`src/rtl/grid_pkg.sv`:
```
// Shared types and constants for the 4x4 colour grid controller.
// Arbitration mode is selected by GRID_RR_ARB_EN (see rr_arb2).
package grid_pkg;

    localparam int GRID_ROWS  = 4;
    localparam int GRID_COLS  = 4;
    localparam int GRID_CELLS = 16;

    typedef logic [11:0] color_t;
    typedef logic [3:0]  cell_idx_t;

    typedef enum logic [1:0] {
        ST_IDLE   = 2'd0,
        ST_CLEAR  = 2'd1,
        ST_COMMIT = 2'd2
    } state_e;

endpackage

```
`src/rtl/rr_arb2.sv`:
```
// Two-requester write arbiter for the grid shadow array.
// GRID_RR_ARB_EN defined: round-robin; undefined: A has fixed priority.
module rr_arb2 (
    input  logic clk,
    input  logic reset,
    input  logic en,
    input  logic req_a,
    input  logic req_b,
    output logic gnt_a,
    output logic gnt_b
);

`ifdef GRID_RR_ARB_EN
    logic last_b;
    logic pick_a;

    assign pick_a = req_a & (~req_b | last_b);
    assign gnt_a  = en & pick_a;
    assign gnt_b  = en & req_b & ~pick_a;

    // Remember who was served last; starts at B so A wins first.
    always_ff @(posedge clk or posedge reset) begin
        if (reset)
            last_b <= 1'b1;
        else if (gnt_a)
            last_b <= 1'b0;
        else if (gnt_b)
            last_b <= 1'b1;
    end
`else
    logic unused_clk_rst;

    assign unused_clk_rst = clk ^ reset;
    assign gnt_a = en & req_a;
    assign gnt_b = en & req_b & ~req_a;
`endif

endmodule

```
`src/rtl/grid_update_ctrl.sv`:
```
// Double-buffered 4x4 colour grid: requesters write a shadow copy,
// committed to the displayed grid in vertical blanking. Uses GRID_RR_ARB_EN.
import grid_pkg::*;

module grid_update_ctrl #(
    parameter color_t CLEAR_COLOR = 12'h000,
    parameter color_t RESET_COLOR = 12'h606
) (
    input  logic        clk,
    input  logic        reset,
    input  logic        frame_start,
    input  logic        req_a,
    input  logic        req_b,
    input  logic [3:0]  addr_a,
    input  logic [3:0]  addr_b,
    input  logic [11:0] data_a,
    input  logic [11:0] data_b,
    output logic        gnt_a,
    output logic        gnt_b,
    input  logic        clear_req,
    input  logic        err_clr,
    output logic [47:0] x1,
    output logic [47:0] x2,
    output logic [47:0] x3,
    output logic [47:0] x4,
    output logic        busy,
    output logic        error
);

    localparam logic [1:0] IDLE   = ST_IDLE;
    localparam logic [1:0] CLEAR  = ST_CLEAR;
    localparam logic [1:0] COMMIT = ST_COMMIT;

    logic [1:0] state;
    color_t     shadow [GRID_CELLS];
    color_t     active [GRID_CELLS];
    logic       dirty;
    cell_idx_t  cnt;

    logic       idle;
    logic       go_clear;
    logic       go_commit;
    logic       arb_en;
    logic       err_set;
    logic       wr_en;
    cell_idx_t  wr_addr;
    color_t     wr_data;

    assign idle      = (state == IDLE);
    assign go_clear  = idle & clear_req;
    assign go_commit = idle & ~clear_req & frame_start & dirty;
    assign arb_en    = idle & ~reset & ~clear_req & ~(frame_start & dirty);
    assign err_set   = frame_start & (~idle | clear_req);

    rr_arb2 u_arb (
        .clk   (clk),
        .reset (reset),
        .en    (arb_en),
        .req_a (req_a),
        .req_b (req_b),
        .gnt_a (gnt_a),
        .gnt_b (gnt_b)
    );

    assign wr_en   = gnt_a | gnt_b;
    assign wr_addr = gnt_a ? addr_a : addr_b;
    assign wr_data = gnt_a ? data_a : data_b;

    // Sequencer: idle / 16-cycle clear sweep / single-cycle commit.
    always_ff @(posedge clk or posedge reset) begin
        if (reset) begin
            state <= IDLE;
            cnt   <= '0;
            dirty <= 1'b0;
        end else begin
            case (state)
                IDLE: begin
                    if (go_clear) begin
                        state <= CLEAR;
                        cnt   <= '0;
                    end else if (go_commit) begin
                        state <= COMMIT;
                    end else if (wr_en) begin
                        dirty <= 1'b1;
                    end
                end
                CLEAR: begin
                    cnt <= cnt + 4'd1;
                    if (cnt == 4'd15) begin
                        dirty <= 1'b1;
                        state <= IDLE;
                    end
                end
                COMMIT: begin
                    dirty <= 1'b0;
                    state <= IDLE;
                end
                default: state <= IDLE;
            endcase
        end
    end

    // Shadow array: clear sweep owns the write port while sweeping.
    always_ff @(posedge clk or posedge reset) begin
        if (reset) begin
            for (int i = 0; i < GRID_CELLS; i++)
                shadow[i] <= RESET_COLOR;
        end else if (state == CLEAR) begin
            shadow[cnt] <= CLEAR_COLOR;
        end else if (wr_en) begin
            shadow[wr_addr] <= wr_data;
        end
    end

    // Active array: whole-grid copy on the commit edge only.
    always_ff @(posedge clk or posedge reset) begin
        if (reset) begin
            for (int i = 0; i < GRID_CELLS; i++)
                active[i] <= RESET_COLOR;
        end else if (state == COMMIT) begin
            for (int i = 0; i < GRID_CELLS; i++)
                active[i] <= shadow[i];
        end
    end

    // Sticky missed-commit flag; a new set beats err_clr.
    always_ff @(posedge clk or posedge reset) begin
        if (reset)
            error <= 1'b0;
        else if (err_set)
            error <= 1'b1;
        else if (err_clr)
            error <= 1'b0;
    end

    assign busy = ~idle;

    assign x1 = {active[3],  active[2],  active[1],  active[0]};
    assign x2 = {active[7],  active[6],  active[5],  active[4]};
    assign x3 = {active[11], active[10], active[9],  active[8]};
    assign x4 = {active[15], active[14], active[13], active[12]};

endmodule

```
`config.mk`:
```
export PLATFORM = sky130hd
export DESIGN_NAME = grid_update_ctrl
export DESIGN_NICKNAME = d
export VERILOG_FILES = /design/src/rtl/grid_pkg.sv /design/src/rtl/rr_arb2.sv /design/src/rtl/grid_update_ctrl.sv
export SDC_FILE = /design/constraint.sdc
export NUM_CORES = 1
export LEC_CHECK = 0
export CORE_ASPECT_RATIO = 1.1
export CORE_UTILIZATION = 40
export DETAILED_ROUTE_END_ITERATION = 6
export GPL_ROUTABILITY_DRIVEN = 0
export PLACE_DENSITY_LB_ADDON = 0.05
export SKIP_CTS_REPAIR_TIMING = 1
export SLEW_MARGIN = 5
export SYNTH_ARGS = -nofsm -noshare
export SYNTH_HDL_FRONTEND = slang
export SYNTH_SLANG_ARGS = --single-unit
```
`constraint.sdc`:
```
create_clock -name clk -period 35.3 [get_ports clk]
set_input_delay 10.59 -clock clk [delete_from_list [all_inputs] [get_ports clk]]
set_output_delay 10.59 -clock clk [all_outputs]
set_load 0.005 [all_outputs]
```
==> flow_metrics.tcl <==
set metrics [dict create \
    ant_nets 0 \
    cp_num_buf_inv 3 \
    unrepaired_setup_endpoints_after_global_routing "no" \
    antenna_found_initial 6 \
    synth.cell_area_um2 16230 \
    timing_hold_violations_final 0 \
    cts_max_path_buffers 3 \
    hp-start "shadow[190]$_DFFE_PP1P_" \
    worst_clock_skew_ns 0.01080 \
    total_negative_slack_ns 0 \
    worstHoldPathType "flop to flop" \
    die-height_um 213.3 \
    r2r_slack_ns 32.19 \
    vias 11550 \
    io_pins 235 \
    count_of_state_elements_after_synthesis 392 \
    end_kind "output pin" \
    core_box_area_um2 40080 \
    finalWorstPathRequiredPeriod_ns 23.52 \
    htreeDepth 2 \
    cts_made_buffers 43 \
    clkTransAtPathRegs_ns 0.06 \
    via_per_inst 4.945 \
    crit_chain "clkdlybuf4s50_1, nor2_1, nand3_4, inv_1, clkdlybuf4s50_1" \
    crit_fanout 16 \
    critical-path-top-cell-by-count "sky130_fd_sc_hd__clkdlybuf4s50_1" \
    synthArstFlopShare 1.000 \
    wire_length_of_the_first_global_routing_pass_mm 69.13 \
    pwr-share-seq 0.479 \
    status "completed" \
    share_comb_of_total_power 0.245 \
    grt_overflow 0 \
    initial_core_util 0.4050 \
    crit_slowest_cell "sky130_fd_sc_hd__clkdlybuf4s50_1" \
    drt_first_pass_iters 5 \
    criticalPathCategory "input port to output pin" \
    portion_of_the_clock_cycle_consumed_by_the_worst_path_in_the_final_layout 0.6663 \
    design.die.area_um2 41390 \
    gr-usage-all-layers 0.2177 \
    finalSetupViolations 0 \
    yosys_most_used_dff "sky130_fd_sc_hd__dfrtp_1" \
    area_taken_by_flip_flops_and_latches_um2 9970 \
    cts_tree "built" \
    multiInputGateArea_um2 5821 \
    drv_cap 0 \
    share_of_layout_cells_above_drive_strength_1 0.1309 \
    power.density_nw_per_um2 78.25 \
    synthesis.area_per_instance_um2 10.27 \
    post_drt_wl_per_cell_um 18.88 \
    net_count_after_synthesis 1623 \
    die_width_um 194.1 \
    drt-initial-drc-count 725 \
    timing.fmax_ghz 0.04252 \
    crit_arrival_ns 12.93 \
    synth.lib_cells_used.distinct 50 \
    critPathLaunchType "input port" \
    power_frac_clock 0.277 \
    max_slew_margin 0.1882 \
    place_hpwl_mm 26.80 \
    nets 1828 \
    critical_path_startpoint "reset" \
    buffer_ports.inserted 234 \
    tritoncts_num_sinks 392 \
    sequential_to_total_area_share_from_yosys_stat 0.6142 \
    holdWs_ns 0.4476 \
    synthesis.yosys.warnings 0 \
    grt_max_degree 179 \
    fillers 3740 \
    final-max-slew-violation-count 0 \
    grt_pass1_vias 11780 \
    critPathRequiredTime_ns 24.71 \
    cts.root.buffer_cell "sky130_fd_sc_hd__clkbuf_16" \
    critPathTopFamily "buffers and inverters" \
    switching_power_mw 0.4621 \
    tightestPinTransition_ns 1.192 \
    routed_wirelength_mm 44.10 \
    switching_portion_of_total_power 0.2899 \
    rows 77 \
    clock_latency_ns 0.55 \
    power.static_leakage_nw 9.466 \
    synth-edff-count 0 \
    timing.critical_path.slowest_cell_delay_ns 0.60 \
    internal_power_mw 1.132 \
    drt_drc_violations_left 0 \
    synth_cells 1580 \
    ir_drop_mv 0.03555 \
    critical_path.reg2reg.startpoint "state[0]$_DFFE_PP0P_" \
    area_growth_syn_to_layout_pct 25.52 \
]
-- cells in the mapped netlist, types with 2 or more instances --
master                      instances  area share
sky130_fd_sc_hd__nand2_1          790        0.18
sky130_fd_sc_hd__dfrtp_1          264        0.41
sky130_fd_sc_hd__mux2i_1          187        0.12
sky130_fd_sc_hd__dfstp_2          128        0.21
sky130_fd_sc_hd__clkbuf_1          44       0.010
sky130_fd_sc_hd__buf_2             22      0.0068
sky130_fd_sc_hd__nor2_1            21      0.0049
sky130_fd_sc_hd__buf_4             17      0.0079
sky130_fd_sc_hd__o2bb2ai_1         13      0.0070
sky130_fd_sc_hd__buf_6              9      0.0062
sky130_fd_sc_hd__nand2b_1           7      0.0027
sky130_fd_sc_hd__inv_1              6      0.0014
sky130_fd_sc_hd__o21ai_0            6      0.0019
sky130_fd_sc_hd__mux2i_4            5      0.0069
sky130_fd_sc_hd__nand4b_1           5      0.0027
sky130_fd_sc_hd__ha_1               4      0.0031
sky130_fd_sc_hd__nand3_1            4      0.0012
sky130_fd_sc_hd__o211ai_1           4      0.0019
sky130_fd_sc_hd__nor2b_1            3      0.0012
sky130_fd_sc_hd__nor3_1             3     0.00092
sky130_fd_sc_hd__nor3b_1            3      0.0014
sky130_fd_sc_hd__a22o_1             2      0.0011
sky130_fd_sc_hd__a32o_1             2      0.0012
sky130_fd_sc_hd__and3b_1            2      0.0011
sky130_fd_sc_hd__and4b_1            2      0.0012
sky130_fd_sc_hd__and4bb_2           2      0.0015
sky130_fd_sc_hd__mux2_2             2      0.0014
-- flip-flops by register name, summed over array words and instances, names as in the netlist --
signal and flops:
cnt 4, dirty 1, error 1, shadow 192, state 2, x1 48
x2 48, x3 48, x4 48
-- worst min-delay path, delay by kind of cell, from the launching register on --
kind             cells  cell delay (ns)
flip-flops           1             0.37
AND/OR/NAND/NOR      2             0.09
-- area by class of cell --
type,instances,area share
sequential,392,0.4893
multi-input combinational,1089,0.2857
timing repair buffer,253,0.1226
clock buffer,69,0.06657
tap,513,0.03151
clock inverter,9,0.002334
inverter,6,0.001474
antenna,4,0.0004913
-- layout by cell type (no fill, tap or decap), types with 6 or more instances in the layout --
| master | count |
|---|---|
| sky130_fd_sc_hd__nor2_1 | 21 |
| sky130_fd_sc_hd__clkinv_2 | 8 |
| sky130_fd_sc_hd__o21ai_0 | 6 |
| sky130_fd_sc_hd__mux2i_4 | 11 |
| sky130_fd_sc_hd__mux2i_1 | 181 |
| sky130_fd_sc_hd__nand2b_1 | 6 |
| sky130_fd_sc_hd__nand2_1 | 790 |
| sky130_fd_sc_hd__clkbuf_1 | 10 |
| sky130_fd_sc_hd__clkdlybuf4s50_1 | 234 |
| sky130_fd_sc_hd__clkbuf_16 | 45 |
| sky130_fd_sc_hd__dfstp_2 | 128 |
| sky130_fd_sc_hd__dfrtp_1 | 264 |
| sky130_fd_sc_hd__o2bb2ai_1 | 13 |
| sky130_fd_sc_hd__clkbuf_8 | 14 |
| sky130_fd_sc_hd__buf_4 | 18 |
-- logic make-up after synthesis --
group                      Yosys count  synth area share
and+or+nand+nor                    850            0.2058
DFF                                392            0.6142
muxes                              194            0.1237
buffers and inverters               99           0.03269
AOI/OAI and AO/OA                   41           0.02058
adders and majority gates            4          0.003084
-- power groups by stage --
| stage | sequential, mW | combinational, mW | clock (mW) |
|---|---|---|---|
| 6_report | 0.763 | 0.390 | 0.441 |
| 3_5_place_dp | 0.770 | 0.393 | 0 |
| 3_3_place_gp | 0.768 | 0.383 | 0 |
| 5_1_grt | 0.786 | 0.440 | 0.473 |
| 4_1_cts | 0.765 | 0.396 | 0.452 |
| 2_1_floorplan | 0.747 | 0.188 | 0 |
-- per-stage QoR --
step / std cells / util / setup WS [ns] / area, um2 / total power, mW
2_1_floorplan: 1580 / - / 13.31 / 16230 / 0.9347
3_3_place_gp: 2253 / 0.4731 / 11.84 / 18960 / 1.151
5_1_grt: 2333 / 0.5082 / 11.69 / 20370 / 1.699
3_5_place_dp: 2253 / 0.4731 / 11.81 / 18960 / 1.164
4_1_cts: 2331 / 0.5081 / 11.81 / 20360 / 1.614
6_report: 2335 / 0.5083 / 11.78 / 20370 / 1.594
-- worst paths after layout --
| path | to | depth (start not counted) |
|---|---|---|
| max | gnt_a | 5 |
| min in group asynchronous | x4[18]$_DFFE_PP0N_ | 2 |
| max in group asynchronous | x1[3]$_DFFE_PP0N_ | 3 |
| min | x1[10]$_DFFE_PP1N_ | 2 |
| max reg2reg | shadow[97]$_DFFE_PP1P_ | 4 |
| min reg2reg | x1[10]$_DFFE_PP1N_ | 2 |
-- routing by layer --
metal / vias to the layer above / part of all wire / global-route usage
met4: 2 / 0.019 / 0.05993
met1: 5749 / 0.48 / 0.3113
met5: - / 0.00029 / 0
met2: 274 / 0.45 / 0.3354
li1: 5460 / - / -
met3: 62 / 0.051 / 0.04533
Power figures use the tool's default switching activity.
